File: src/rtl/div_pkg.sv
// Shared definitions for the sequential signed divider.
// Contents: FSM state encodings (IDLE, CALC, FIX) and the default
// divisor/quotient width.
package div_pkg;

    localparam int DIV_W = 8;

    localparam logic [1:0] IDLE = 2'd0;
    localparam logic [1:0] CALC = 2'd1;
    localparam logic [1:0] FIX  = 2'd2;

endpackage : div_pkg

File: src/rtl/div_step.sv
// One combinational restoring-division step.
// Ports:
//   pr_in    [W:0]   partial remainder entering this step
//   bit_in           next dividend bit, MSB first
//   dvs_mag  [W-1:0] divisor magnitude
//   pr_out   [W:0]   partial remainder after shift / trial-subtract / restore
//   q_bit            quotient bit produced by this step
module div_step #(
    parameter int W = 8
) (
    input  logic [W:0]   pr_in,
    input  logic         bit_in,
    input  logic [W-1:0] dvs_mag,
    output logic [W:0]   pr_out,
    output logic         q_bit
);

    logic [W:0]   shifted;
    logic [W+1:0] diff;
    // The partial remainder stays below |dvs| <= 2**(W-1) whenever the
    // result is used, so its top bit never carries information into the shift.
    logic         unused_pr_msb;

    assign unused_pr_msb = pr_in[W];
    assign shifted       = {pr_in[W-1:0], bit_in};
    assign diff          = {1'b0, shifted} - {2'b00, dvs_mag};
    assign q_bit         = ~diff[W+1];
    assign pr_out        = q_bit ? diff[W:0] : shifted;

endmodule : div_step

File: src/rtl/seq_divider_16x8.sv
// Multi-cycle signed divider: 2W-bit dividend / W-bit divisor giving a
// W-bit quotient (truncated toward zero) and W-bit remainder (sign of the
// dividend). Fixed latency of W+1 cycles after the start edge, including
// divide-by-zero and overflow cases.
// Ports:
//   clk, rst_n    clock, asynchronous active-low reset
//   start         load operands (only honoured in IDLE)
//   dvd [2W-1:0]  signed dividend
//   dvs [W-1:0]   signed divisor
//   busy          operation in progress
//   done          one-cycle pulse when quo/rem/ovf/dvz update
//   quo, rem      signed results, held until the next done
//   ovf           quotient not representable in W bits
//   dvz           divisor was zero
//
// state | meaning
// IDLE  | waiting for start; operands and flags latched on start
// CALC  | W restoring steps, one per cycle
// FIX   | sign fix-up, error forcing, result registration, done pulse
module seq_divider_16x8
    import div_pkg::*;
#(
    parameter int W     = DIV_W,
    parameter int CNT_W = 4
) (
    input  logic           clk,
    input  logic           rst_n,
    input  logic           start,
    input  logic [2*W-1:0] dvd,
    input  logic [W-1:0]   dvs,
    output logic           busy,
    output logic           done,
    output logic [W-1:0]   quo,
    output logic [W-1:0]   rem,
    output logic           ovf,
    output logic           dvz
);

    localparam logic [W-1:0]     QMAX_POS = {1'b0, {(W-1){1'b1}}};
    localparam logic [W-1:0]     QMAX_NEG = {1'b1, {(W-1){1'b0}}};
    localparam logic [CNT_W-1:0] CNT_LAST = CNT_W'(W - 1);

    logic [1:0]       state;
    logic [CNT_W-1:0] cnt;
    logic [W:0]       pr;
    logic [W-1:0]     q_sr;
    logic [W-1:0]     dvs_mag;
    logic             sign_q;
    logic             sign_r;
    logic             hi_ovf;
    logic             zero_dvs;

    // Magnitudes carry one extra bit so the most negative inputs negate exactly.
    logic [2*W:0] dvd_ext;
    logic [2*W:0] dvd_abs;
    logic [W:0]   dvs_ext;
    logic [W:0]   dvs_abs;
    logic         hi_ovf_in;

    assign dvd_ext   = {dvd[2*W-1], dvd};
    assign dvd_abs   = dvd[2*W-1] ? (~dvd_ext + 1'b1) : dvd_ext;
    assign dvs_ext   = {dvs[W-1], dvs};
    assign dvs_abs   = dvs[W-1] ? (~dvs_ext + 1'b1) : dvs_ext;
    // Upper half >= divisor means the unsigned quotient needs more than W bits.
    assign hi_ovf_in = (dvd_abs[2*W:W] >= dvs_abs);

    logic [W:0] pr_nxt;
    logic       q_bit;

    div_step #(.W(W)) u_step (
        .pr_in   (pr),
        .bit_in  (q_sr[W-1]),
        .dvs_mag (dvs_mag),
        .pr_out  (pr_nxt),
        .q_bit   (q_bit)
    );

    // Result fix-up, evaluated in FIX. q_sr holds the unsigned quotient and
    // pr the unsigned remainder once the W steps have run.
    logic [W-1:0] q_signed;
    logic [W-1:0] r_signed;
    logic         ovf_res;

    assign q_signed = sign_q ? (~q_sr + 1'b1) : q_sr;
    assign r_signed = sign_r ? (~pr[W-1:0] + 1'b1) : pr[W-1:0];
    assign ovf_res  = hi_ovf
                    | (~sign_q & (q_sr > QMAX_POS))
                    | ( sign_q & (q_sr > QMAX_NEG));

    assign busy = (state != IDLE);

    always_ff @(posedge clk or negedge rst_n) begin
        if (!rst_n) begin
            state    <= IDLE;
            cnt      <= '0;
            pr       <= '0;
            q_sr     <= '0;
            dvs_mag  <= '0;
            sign_q   <= 1'b0;
            sign_r   <= 1'b0;
            hi_ovf   <= 1'b0;
            zero_dvs <= 1'b0;
            done     <= 1'b0;
            quo      <= '0;
            rem      <= '0;
            ovf      <= 1'b0;
            dvz      <= 1'b0;
        end else begin
            done <= 1'b0;
            case (state)
                IDLE: begin
                    if (start) begin
                        // Upper dividend half seeds the partial remainder; the
                        // lower half is shifted out MSB first while quotient
                        // bits are shifted in behind it.
                        pr       <= {1'b0, dvd_abs[2*W-1:W]};
                        q_sr     <= dvd_abs[W-1:0];
                        dvs_mag  <= dvs_abs[W-1:0];
                        sign_q   <= dvd[2*W-1] ^ dvs[W-1];
                        sign_r   <= dvd[2*W-1];
                        hi_ovf   <= hi_ovf_in;
                        zero_dvs <= (dvs == '0);
                        cnt      <= '0;
                        state    <= CALC;
                    end
                end
                CALC: begin
                    pr   <= pr_nxt;
                    q_sr <= {q_sr[W-2:0], q_bit};
                    cnt  <= cnt + 1'b1;
                    if (cnt == CNT_LAST) begin
                        state <= FIX;
                    end
                end
                FIX: begin
                    done  <= 1'b1;
                    dvz   <= zero_dvs;
                    ovf   <= ~zero_dvs & ovf_res;
                    if (zero_dvs || ovf_res) begin
                        quo <= '0;
                        rem <= '0;
                    end else begin
                        quo <= q_signed;
                        rem <= r_signed;
                    end
                    state <= IDLE;
                end
                default: begin
                    state <= IDLE;
                end
            endcase
        end
    end

endmodule : seq_divider_16x8

File: config.mk
export PLATFORM = sky130hd
export DESIGN_NAME = seq_divider_16x8
export DESIGN_NICKNAME = d
export VERILOG_FILES = /design/src/rtl/div_pkg.sv /design/src/rtl/div_step.sv /design/src/rtl/seq_divider_16x8.sv
export SDC_FILE = /design/constraint.sdc
export NUM_CORES = 1
export LEC_CHECK = 0
export CAP_MARGIN = 40
export CORE_MARGIN = 1.5
export CORE_UTILIZATION = 60
export CTS_CLUSTER_SIZE = 24
export DETAILED_ROUTE_END_ITERATION = 10
export GPL_TIMING_DRIVEN = 0
export HOLD_SLACK_MARGIN = 0.15
export PLACE_DENSITY = 0.86
export RECOVER_POWER = 25
export SETUP_SLACK_MARGIN = 0.5
export SLEW_MARGIN = 20
export SYNTH_ARGS = -nofsm -noshare
export SYNTH_HDL_FRONTEND = slang
export SYNTH_HIERARCHICAL = 1
export SYNTH_SLANG_ARGS = --single-unit
File: constraint.sdc
create_clock -name clk -period 3.7 [get_ports clk]
set_input_delay 0.74 -clock clk [delete_from_list [all_inputs] [get_ports clk]]
set_output_delay 0.74 -clock clk [all_outputs]
set_load 0.01 [all_outputs]
==> results of run 1 <==
[routing by layer]
layer  share of wire, %  vias to the layer above  global-route usage, %
met5                  0                        -                      0
met4                1.5                        0                   8.45
met3                5.1                       13                   4.57
met2                 50                      102                   48.4
met1                 44                     1414                   34.5
li1                   -                     1461                      -
[worst paths after layout]
kind | slack [ns] | from | cells after the start | endpoint
setup / recovery | 0.66 | dvd[8] | 11 | hi_ovf$_DFFE_PN0P_
hold / removal | 0.48 | rem[2]$_DFFE_PN0P_ | 2 | rem[2]$_DFFE_PN0P_
setup reg to reg | 1.07 | pr[2]$_DFFE_PN0P_ | 8 | pr[3]$_DFFE_PN0P_
hold reg to reg | 0.48 | rem[2]$_DFFE_PN0P_ | 2 | rem[2]$_DFFE_PN0P_
max in group asynchronous | 0.90 | rst_n | 1 | cnt[2]$_DFFE_PN0P_
min in group asynchronous | 1.28 | rst_n | 1 | done$_DFF_PN0_
[report_power, final]
group	total, µW	internal [µW]	switching (µW)
Combinational	1960	974	987
Sequential	1080	825	252
Clock	320	132	189
Total	3360	1930	1430
[worst reg2reg max path: cells and delay by family, from the launching register on]
kind                       cells  cell delay (ns)
AOI/OAI and AO/OA              5             1.14
DFF                            1             0.49
adders and majority gates      1             0.40
muxes                          1             0.40
and+or+nand+nor                1             0.10
[flip-flops by register name (all words and copies together) (netlist names)]
signal,cells
cnt,4
dvs_mag,8
quo,8
rem,8
q_sr,8
hi_ovf,1
done,1
dvz,1
state,2
ovf,1
pr,8
sign_r,1
sign_q,1
zero_dvs,1
[through the flow]
stage,setup TNS (ns),utilization [%]
4_1_cts,0,74.7
6_report,0,75.1
3_3_place_gp,0,72.6
5_1_grt,0,75.1
3_5_place_dp,-0.0655,72.6
2_1_floorplan,0,-
[cell usage in the layout (no fill, tap or decap), types with 6 or more instances in the layout]
cell and n:
nand2b_1 8, clkbuf_1 13, dfrtp_1 53, o22a_1 6, a22oi_1 7, mux2_2 6
mux2i_1 8, nand2_1 54, xnor2_1 15, o21a_1 8, nor2_1 10, o31ai_1 10
xor2_1 16, o21ai_0 40, clkdlybuf4s50_1 39, inv_1 21, ha_1 22, nor2b_1 10
a21oi_1 6, nor3_1 8
[final cells by class]
class                           count  area [µm²]  share of cell area [%]
Buffer                             17        95.1                    2.26
Clock buffer                        6        72.6                    1.72
Clock inverter                      2        10.0                   0.238
Inverter                           21        78.8                    1.87
Multi-Input combinational cell    291        2090                    49.7
Sequential cell                    53        1330                    31.5
Tap cell                           72        90.1                    2.14
Timing Repair Buffer               48         448                    10.6
[timing repair]
item | CTS | global route
pin swaps | 12 | 2
resized for setup | 18 | 5
setup endpoints to repair | 1 | 1
setup buffers | 4 | 0
cloned | 0 | 0
==> impl_metrics.py, run 1 <==
metrics = {
    "sta": {
        "fmax_mhz": 329,
        "hold_viol_final": 0,
        "rsz0062_at_grt": "no",
        "fin_skew_ns": 0.00858,
        "finalHoldWorstSlack_ns": 0.483,
        "fin_ws_ns": 0.656,
        "fin_crit_sh_pct": 82.3,
        "final_max_slew_viol_count": 54,
        "worst_slew_pin_slew_ns": 2.70,
        "slew_headroom_pct": -80.1,
        "period_needed_ns": 3.04,
        "finalSetupViolations": 0,
    },
    "critical_path": {
        "cp_slowest_cell": "or3_4",
        "path_cells": "dlygate4sd2_1 -> or4_4 -> or3_4 -> o31ai_2 -> xnor2_1 -> ha_1 -> and4_1 -> o21ai_1 -> o221ai_2 -> nand3_1 -> a21oi_2",
        "cp.arrival_ns": 3.29,
        "crit_buf_inv": 1,
        "critPathMaxStageDelay_ns": 0.44,
        "end_kind": "flop",
        "worstPathRequired_ns": 3.94,
        "crit_family": "simple AND/OR/NAND/NOR gates",
        "startpoint_type": "primary input",
        "critPathMaxFanout": 5,
        "worstSetupPathType": "primary input to flop",
    },
    "global_routing": {
        "grt_max_degree": 54,
        "grt_antenna_before_repair": 0,
        "grt_pass1_vias": 2892,
        "gr-total-overflow": 0,
        "grt_use_total_pct": 27.5,
        "grt_pass1_wl_mm": 13.6,
    },
    "hold_path": {
        "min_path_type": "flop to flop",
    },
    "clock_network": {
        "clk_pin_slew_ns": 0.09,
        "ctsRootBufferMaster": "clkbuf_8",
        "clk-insertion-delay-late_ns": 0.31,
        "cts_sinks": 53,
        "cts_made_buffers": 5,
        "hold_buffers": 0,
        "tritoncts": "done",
        "cts_buffer_depth": 2,
        "htree_levels": 2,
    },
    "yosys": {
        "syn-num-nets": 432,
        "syn-instance-count": 382,
        "netlist_area_um2": 3540,
        "yosysWarnings": 6,
        "syn_avg_cell_area_um2": 9.28,
    },
    "placement": {
        "dpl.hpwl_mm": 6.22,
        "gp_congestion": 0.910,
        "post-place-ws_ns": -0.0655,
        "dpl.cell_count": 498,
        "port_buffers": 44,
        "place_area_um2": 4070,
    },
    "routing": {
        "drt-initial-drc-count": 210,
        "vias": 2990,
        "via_per_inst": 5.86,
        "ant_nets": 0,
        "first_pass_iters": 4,
        "drc": 0,
        "routed_wl_mm": 7.98,
        "wire_per_inst_um": 15.7,
    },
    "pwr": {
        "max-vdd-ir-drop_mv": 0.384,
        "power.total_uw": 3360,
        "p_leak_uw": 0.00180,
        "p_per_area_nw_per_um2": 797,
    },
    "final_layout": {
        "fin_area_um2": 4210,
        "n_fill_cell": 440,
        "final_cell_count_no_fill": 510,
        "n_antenna_cell": 0,
        "drive_above_1_share_pct": 10.7,
        "syn_to_final_growth_pct": 18.9,
        "num-nets-final": 487,
    },
    "die": {
        "die-area_um2": 6380,
        "start_util_pct": 63.2,
        "num_io_pins": 47,
        "die_x_um": 79.9,
        "rows": 27,
        "die_height_um": 79.9,
        "core_um2": 5610,
    },
    "run_status": {
        "failed_checks": "max-capacitance violations, max-slew violations",
        "status": "finished with violations",
    },
    "flow_run": {
        "drv_cap": 1,
    },
}
Power figures use the tool's default switching activity.
==> run 2: changes to the inputs <==
--- a/config.mk
+++ b/config.mk
@@ -7,12 +7,12 @@
 export LEC_CHECK = 0
 export CAP_MARGIN = 40
 export CORE_MARGIN = 1.5
-export CORE_UTILIZATION = 60
+export CORE_UTILIZATION = 56
 export CTS_CLUSTER_SIZE = 24
 export DETAILED_ROUTE_END_ITERATION = 10
 export GPL_TIMING_DRIVEN = 0
 export HOLD_SLACK_MARGIN = 0.15
-export PLACE_DENSITY = 0.86
+export PLACE_DENSITY = 0.81
 export RECOVER_POWER = 25
 export SETUP_SLACK_MARGIN = 0.5
 export SLEW_MARGIN = 20
==> constraint.sdc (replaced) <==
create_clock -name clk -period 3.1 [get_ports clk]
set_input_delay 0.62 -clock clk [delete_from_list [all_inputs] [get_ports clk]]
set_output_delay 0.62 -clock clk [all_outputs]
set_load 0.01 [all_outputs]
==> impl_metrics.py, run 2 (synthesized netlist as in run 1, its figures left out) <==
metrics = {
    "global_routing": {
        "grt_busiest_layer": "met2",
        "gr-total-overflow": 0,
        "grt_antenna_before_repair": 0,
        "grt_pass1_wl_mm": 12.8,
        "use_met1_pct": 31.5,
        "gr-usage-met2_pct": 43.4,
        "use_met3_pct": 3.19,
        "grt_max_degree": 54,
        "grt_use_total_pct": 24.7,
        "grt_pass1_vias": 2747,
    },
    "routing": {
        "drc": 0,
        "vias": 3009,
        "ant_nets": 0,
        "via_per_inst": 5.75,
        "first_pass_iters": 4,
        "drt-initial-drc-count": 210,
        "wire_per_inst_um": 15.3,
        "routed_wl_mm": 7.99,
    },
    "critical_path": {
        "path_cells": "buf_8 -> or4_4 -> or3_4 -> buf_6 -> o31ai_4 -> xnor2_2 -> ha_1 -> and4_1 -> o21ai_2 -> o221ai_2 -> nand3_1 -> a21oi_1",
        "cp.arrival_ns": 3.17,
        "crit_buf_inv": 2,
        "cp_slowest_cell": "or4_4",
        "critPathMaxStageDelay_ns": 0.53,
        "crit_family": "simple AND/OR/NAND/NOR gates",
        "worstSetupPathType": "primary input to flop",
        "worstPathRequired_ns": 3.34,
        "critPathMaxFanout": 4,
        "startpoint_type": "primary input",
        "end_kind": "flop",
    },
    "clock_network": {
        "clk_pin_slew_ns": 0.09,
        "hold_buffers": 0,
        "ctsRootBufferMaster": "clkbuf_8",
        "cts_made_buffers": 5,
        "clk-insertion-delay-late_ns": 0.32,
        "cts_sinks": 53,
        "htree_levels": 2,
        "tritoncts": "done",
        "cts_buffer_depth": 2,
    },
    "pwr": {
        "max-vdd-ir-drop_mv": 0.468,
        "p_leak_uw": 0.00190,
        "p_per_area_nw_per_um2": 947,
    },
    "final_layout": {
        "final_common_cell": "nand2_1",
        "n_antenna_cell": 0,
        "fin_area_um2": 4410,
        "num-nets-final": 497,
        "final_cell_mix": "nand2_1, dfrtp_1, o21ai_0, clkdlybuf4s50_1",
        "syn_to_final_growth_pct": 24.4,
        "drive_above_1_share_pct": 13.8,
    },
    "placement": {
        "port_buffers": 44,
        "gp_congestion": 0.847,
        "place_area_um2": 4080,
        "dpl.hpwl_mm": 5.97,
        "post-place-ws_ns": -0.518,
    },
    "sta": {
        "worst_slew_pin_slew_ns": 1.26,
        "fin_skew_ns": 0.0137,
        "hold_viol_final": 0,
        "fmax_mhz": 342,
        "finalSetupViolations": 0,
        "slew_headroom_pct": 16.0,
        "fin_crit_sh_pct": 94.4,
        "fin_ws_ns": 0.174,
        "rsz0062_at_grt": "yes",
        "period_needed_ns": 2.93,
        "final_max_slew_viol_count": 0,
    },
    "run_status": {
        "status": "complete, no violations",
    },
    "die": {
        "die_height_um": 82.5,
        "core_um2": 6030,
        "die-area_um2": 6810,
        "num_io_pins": 47,
        "die_x_um": 82.5,
        "rows": 28,
        "start_util_pct": 58.8,
    },
    "flow_run": {
        "drv_cap": 0,
    },
    "hold_path": {
        "min_path_type": "flop to flop",
    },
}
run 2: cell count changes in the layout (fill, tap and decap cells not counted), moves of 2 or more:
cell,previous run,this run
bufinv_16,0,2
buf_2,4,2
buf_6,4,7
clkbuf_1,13,11
clkinv_2,2,0
buf_4,4,13
run 2: area by class of cell:
type | count | area, µm²
buffer | 17 | 95.1
clock buffer | 5 | 68.8
clock inverter | 3 | 68.8
fill | 445 | 1620
inverter | 21 | 78.8
multi-input combinational | 291 | 2130
sequential | 53 | 1330
tap | 75 | 93.8
timing repair buffer | 58 | 547
run 2: final timing paths:
check                                         start                   end  slack, ns  depth (start not counted)
worst min-delay path             cnt[3]$_DFFE_PN0P_  state[1]$_DFFE_PN0P_       0.48                          1
worst min register to register   cnt[3]$_DFFE_PN0P_  state[1]$_DFFE_PN0P_       0.48                          1
worst max-delay path                         dvd[5]    hi_ovf$_DFFE_PN0P_       0.17                         12
worst max register to register  q_sr[7]$_DFFE_PN0P_     pr[6]$_DFFE_PN0P_       0.67                         10
min in group asynchronous                     rst_n    quo[0]$_DFFE_PN0P_       0.55                          1
max in group asynchronous                     rst_n     pr[4]$_DFFE_PN0P_       1.77                          1
run 2: per-stage QoR:
stage | utilization [%] | cells | hold slack, ns | total power (µW) | TNS, ns
after CTS | 71.5 | 516 | 0.351 | 4130 | 0
after global routing | 73.2 | 523 | 0.503 | 4520 | 0
after detailed placement | 67.6 | 501 | 0.463 | 3560 | -0.518
after global placement | 67.7 | 501 | 0.453 | 3450 | -6.37
final | 73.2 | 523 | 0.477 | 4180 | 0
after floorplan | - | 382 | 0.324 | 2920 | 0
run 2: worst reg2reg max path, stage by stage (launching register included):
cell and delay (ns):
dfrtp_1 0.45, inv_1 0.09, ha_1 0.21, fa_1 0.42, nor2b_1 0.17, o31a_1 0.19
mux2i_1 0.20, nand2_1 0.06, mux2_2 0.26, o22a_1 0.17, o21a_1 0.11
run 2: per-layer routing:
metal | part of all wire, % | routed length [µm] | vias up
met2 | 49 | 3940 | 82
met5 | 0 | 0 | -
met1 | 45 | 3560 | 1438
met3 | 4.4 | 352 | 12
met4 | 1.7 | 136 | 0
li1 | - | - | 1477
run 2: power by group:
part	switching [µW]	internal [µW]	leakage, µW	total [µW]
clock	234	325	0.0000687	559
sequential	291	984	0.000667	1280
combinational	1150	1190	0.00117	2340
total	1680	2500	0.00190	4180
run 2: timing repair:
| item | 4_1_cts | 5_1_grt |
|---|---|---|
| pin swaps | 12 | 16 |
| buffers inserted | 7 | 7 |
| resized for setup | 28 | 11 |
| endpoints found under the setup margin | 1 | 6 |
==> run 3: changes to the inputs <==
--- a/config.mk
+++ b/config.mk
@@ -6,6 +6,7 @@
 export NUM_CORES = 1
 export LEC_CHECK = 0
 export CAP_MARGIN = 40
+export CORE_ASPECT_RATIO = 1.4
 export CORE_MARGIN = 1.5
 export CORE_UTILIZATION = 56
 export CTS_CLUSTER_SIZE = 24
==> impl_metrics.py, run 3 (synthesized netlist as in run 1, its figures left out) <==
metrics = {
    "sta": {
        "fin_crit_sh_pct": 92.9,
        "fin_skew_ns": 0.00696,
        "period_needed_ns": 2.88,
        "finalSetupViolations": 0,
        "fmax_mhz": 347,
        "worst_slew_pin_slew_ns": 1.29,
        "finalHoldWorstSlack_ns": 0.487,
        "slew_headroom_pct": 14.1,
        "final_max_slew_viol_count": 0,
        "rsz0062_at_grt": "yes",
        "hold_viol_final": 0,
    },
    "routing": {
        "vias": 2997,
        "routed_wl_mm": 8.25,
        "drt-initial-drc-count": 129,
        "first_pass_iters": 4,
        "ant_nets": 0,
        "via_per_inst": 5.81,
        "wire_per_inst_um": 16.0,
        "drc": 0,
    },
    "clock_network": {
        "clk_pin_slew_ns": 0.09,
        "tritoncts": "done",
        "hold_buffers": 0,
        "cts_buffer_depth": 2,
        "clk-insertion-delay-late_ns": 0.31,
        "cts_sinks": 53,
        "htree_levels": 2,
        "cts_made_buffers": 5,
        "ctsRootBufferMaster": "clkbuf_8",
    },
    "final_layout": {
        "final_cell_mix": "nand2_1, dfrtp_1, o21ai_0, clkdlybuf4s50_1",
        "utilization_pct": 71.2,
        "n_fill_cell": 479,
        "final_cell_count_no_fill": 516,
        "drive_above_1_share_pct": 13.5,
        "n_antenna_cell": 0,
        "num-nets-final": 493,
        "final_common_cell": "nand2_1",
        "syn_to_final_growth_pct": 23.9,
    },
    "die": {
        "die_x_um": 70.2,
        "die_height_um": 97.1,
        "start_util_pct": 57.4,
        "die-area_um2": 6820,
        "num_io_pins": 47,
        "core_um2": 6170,
        "rows": 34,
    },
    "pwr": {
        "p_leak_uw": 0.00189,
        "p_per_area_nw_per_um2": 939,
        "max-vdd-ir-drop_mv": 0.384,
    },
    "critical_path": {
        "crit_path_end": "hi_ovf$_DFFE_PN0P_",
        "cp.arrival_ns": 3.11,
        "startpoint": "dvd[5]",
        "end_kind": "flop",
        "worstSetupPathType": "primary input to flop",
        "startpoint_type": "primary input",
        "r2r_setup_slack_ns": 0.56,
        "worstPathRequired_ns": 3.33,
        "r2r-start": "pr[0]$_DFFE_PN0P_",
        "critPathMaxFanout": 3,
        "r2r_cells": 8,
        "r2r-end": "pr[3]$_DFFE_PN0P_",
    },
    "flow_run": {
        "drv_cap": 0,
    },
    "global_routing": {
        "grt_pass1_vias": 2955,
        "gr-total-overflow": 0,
        "grt_use_total_pct": 24.5,
        "grt_pass1_wl_mm": 13.5,
        "grt_antenna_before_repair": 0,
        "grt_max_degree": 54,
    },
    "hold_path": {
        "min_path_type": "flop to flop",
    },
    "placement": {
        "dpl.cell_count": 498,
        "port_buffers": 44,
        "gp_congestion": 0.873,
        "dpl.hpwl_mm": 6.14,
    },
    "run_status": {
        "status": "complete, no violations",
    },
}
## run 3: cell types whose count changed in the layout (fill, tap and decap cells not counted), sizes merged
cell / change
buf: -4
clkinvlp: +1
bufinv: -1
clkbuf: +1
inv: -1
## run 3: repair_timing
item,in CTS,in global routing
pin swaps,13,15
buffers inserted,6,4
setup endpoints to repair,3,2
resized for setup,27,16
## run 3: layout make-up
type | instances | area (µm²) | area share (%)
Buffer | 17 | 95.1 | 2.17
Timing Repair Buffer | 54 | 526 | 12.0
Clock inverter | 2 | 37.5 | 0.855
Multi-Input combinational cell | 291 | 2160 | 49.1
Sequential cell | 53 | 1330 | 30.2
Clock buffer | 6 | 82.6 | 1.88
Inverter | 21 | 78.8 | 1.79
Tap cell | 72 | 90.1 | 2.05
## run 3: how the worst min path moves through the flow
stage,start,to,slack [ns],cells past startpoint
6_report,rem[7]$_DFFE_PN0P_,rem[7]$_DFFE_PN0P_,0.49,2
5_1_grt,quo[3]$_DFFE_PN0P_,quo[3]$_DFFE_PN0P_,0.51,2
4_1_cts,rst_n,done$_DFF_PN0_,0.36,1
3_5_place_dp,ovf$_DFFE_PN0P_,ovf$_DFFE_PN0P_,0.47,2
3_3_place_gp,cnt[3]$_DFFE_PN0P_,state[1]$_DFFE_PN0P_,0.45,1
2_1_floorplan,rst_n,cnt[0]$_DFFE_PN0P_,0.32,0
## run 3: through the flow
step	worst slack, ns	total power, µW	setup TNS (ns)	area, µm²
after CTS	0.153	4080	0	4290
after global placement	-0.470	3450	-5.96	4070
after global routing	0.177	4440	0	4390
after floorplan	0.235	2920	0	3540
final	0.220	4120	0	4390
after detailed placement	-0.471	3560	-0.471	4070
## run 3: metal layers
metal / track usage, % / wire length (µm) / vias to the layer above
met5: 0 / 0 / -
met4: 8.28 / 139 / 0
met3: 3.73 / 248 / 13
met2: 46.2 / 4650 / 85
met1: 27.3 / 3210 / 1433
li1: - / - / 1466
## run 3: report_power, final
group | switching [µW] | leakage (µW) | internal, µW
logic | 1180 | 0.00117 | 1190
registers | 287 | 0.000667 | 984
clock network | 227 | 0.0000574 | 263
total | 1690 | 0.00189 | 2430
## run 3: worst max-delay path: stages
cell      delay, ns
buf_8          0.09
or4_4          0.54
or3_4          0.39
buf_12         0.15
o31ai_4        0.20
xnor2_2        0.14
ha_1           0.31
and4_1         0.20
o21ai_2        0.06
o221ai_2       0.18
nand3_1        0.10
a21oi_1        0.12
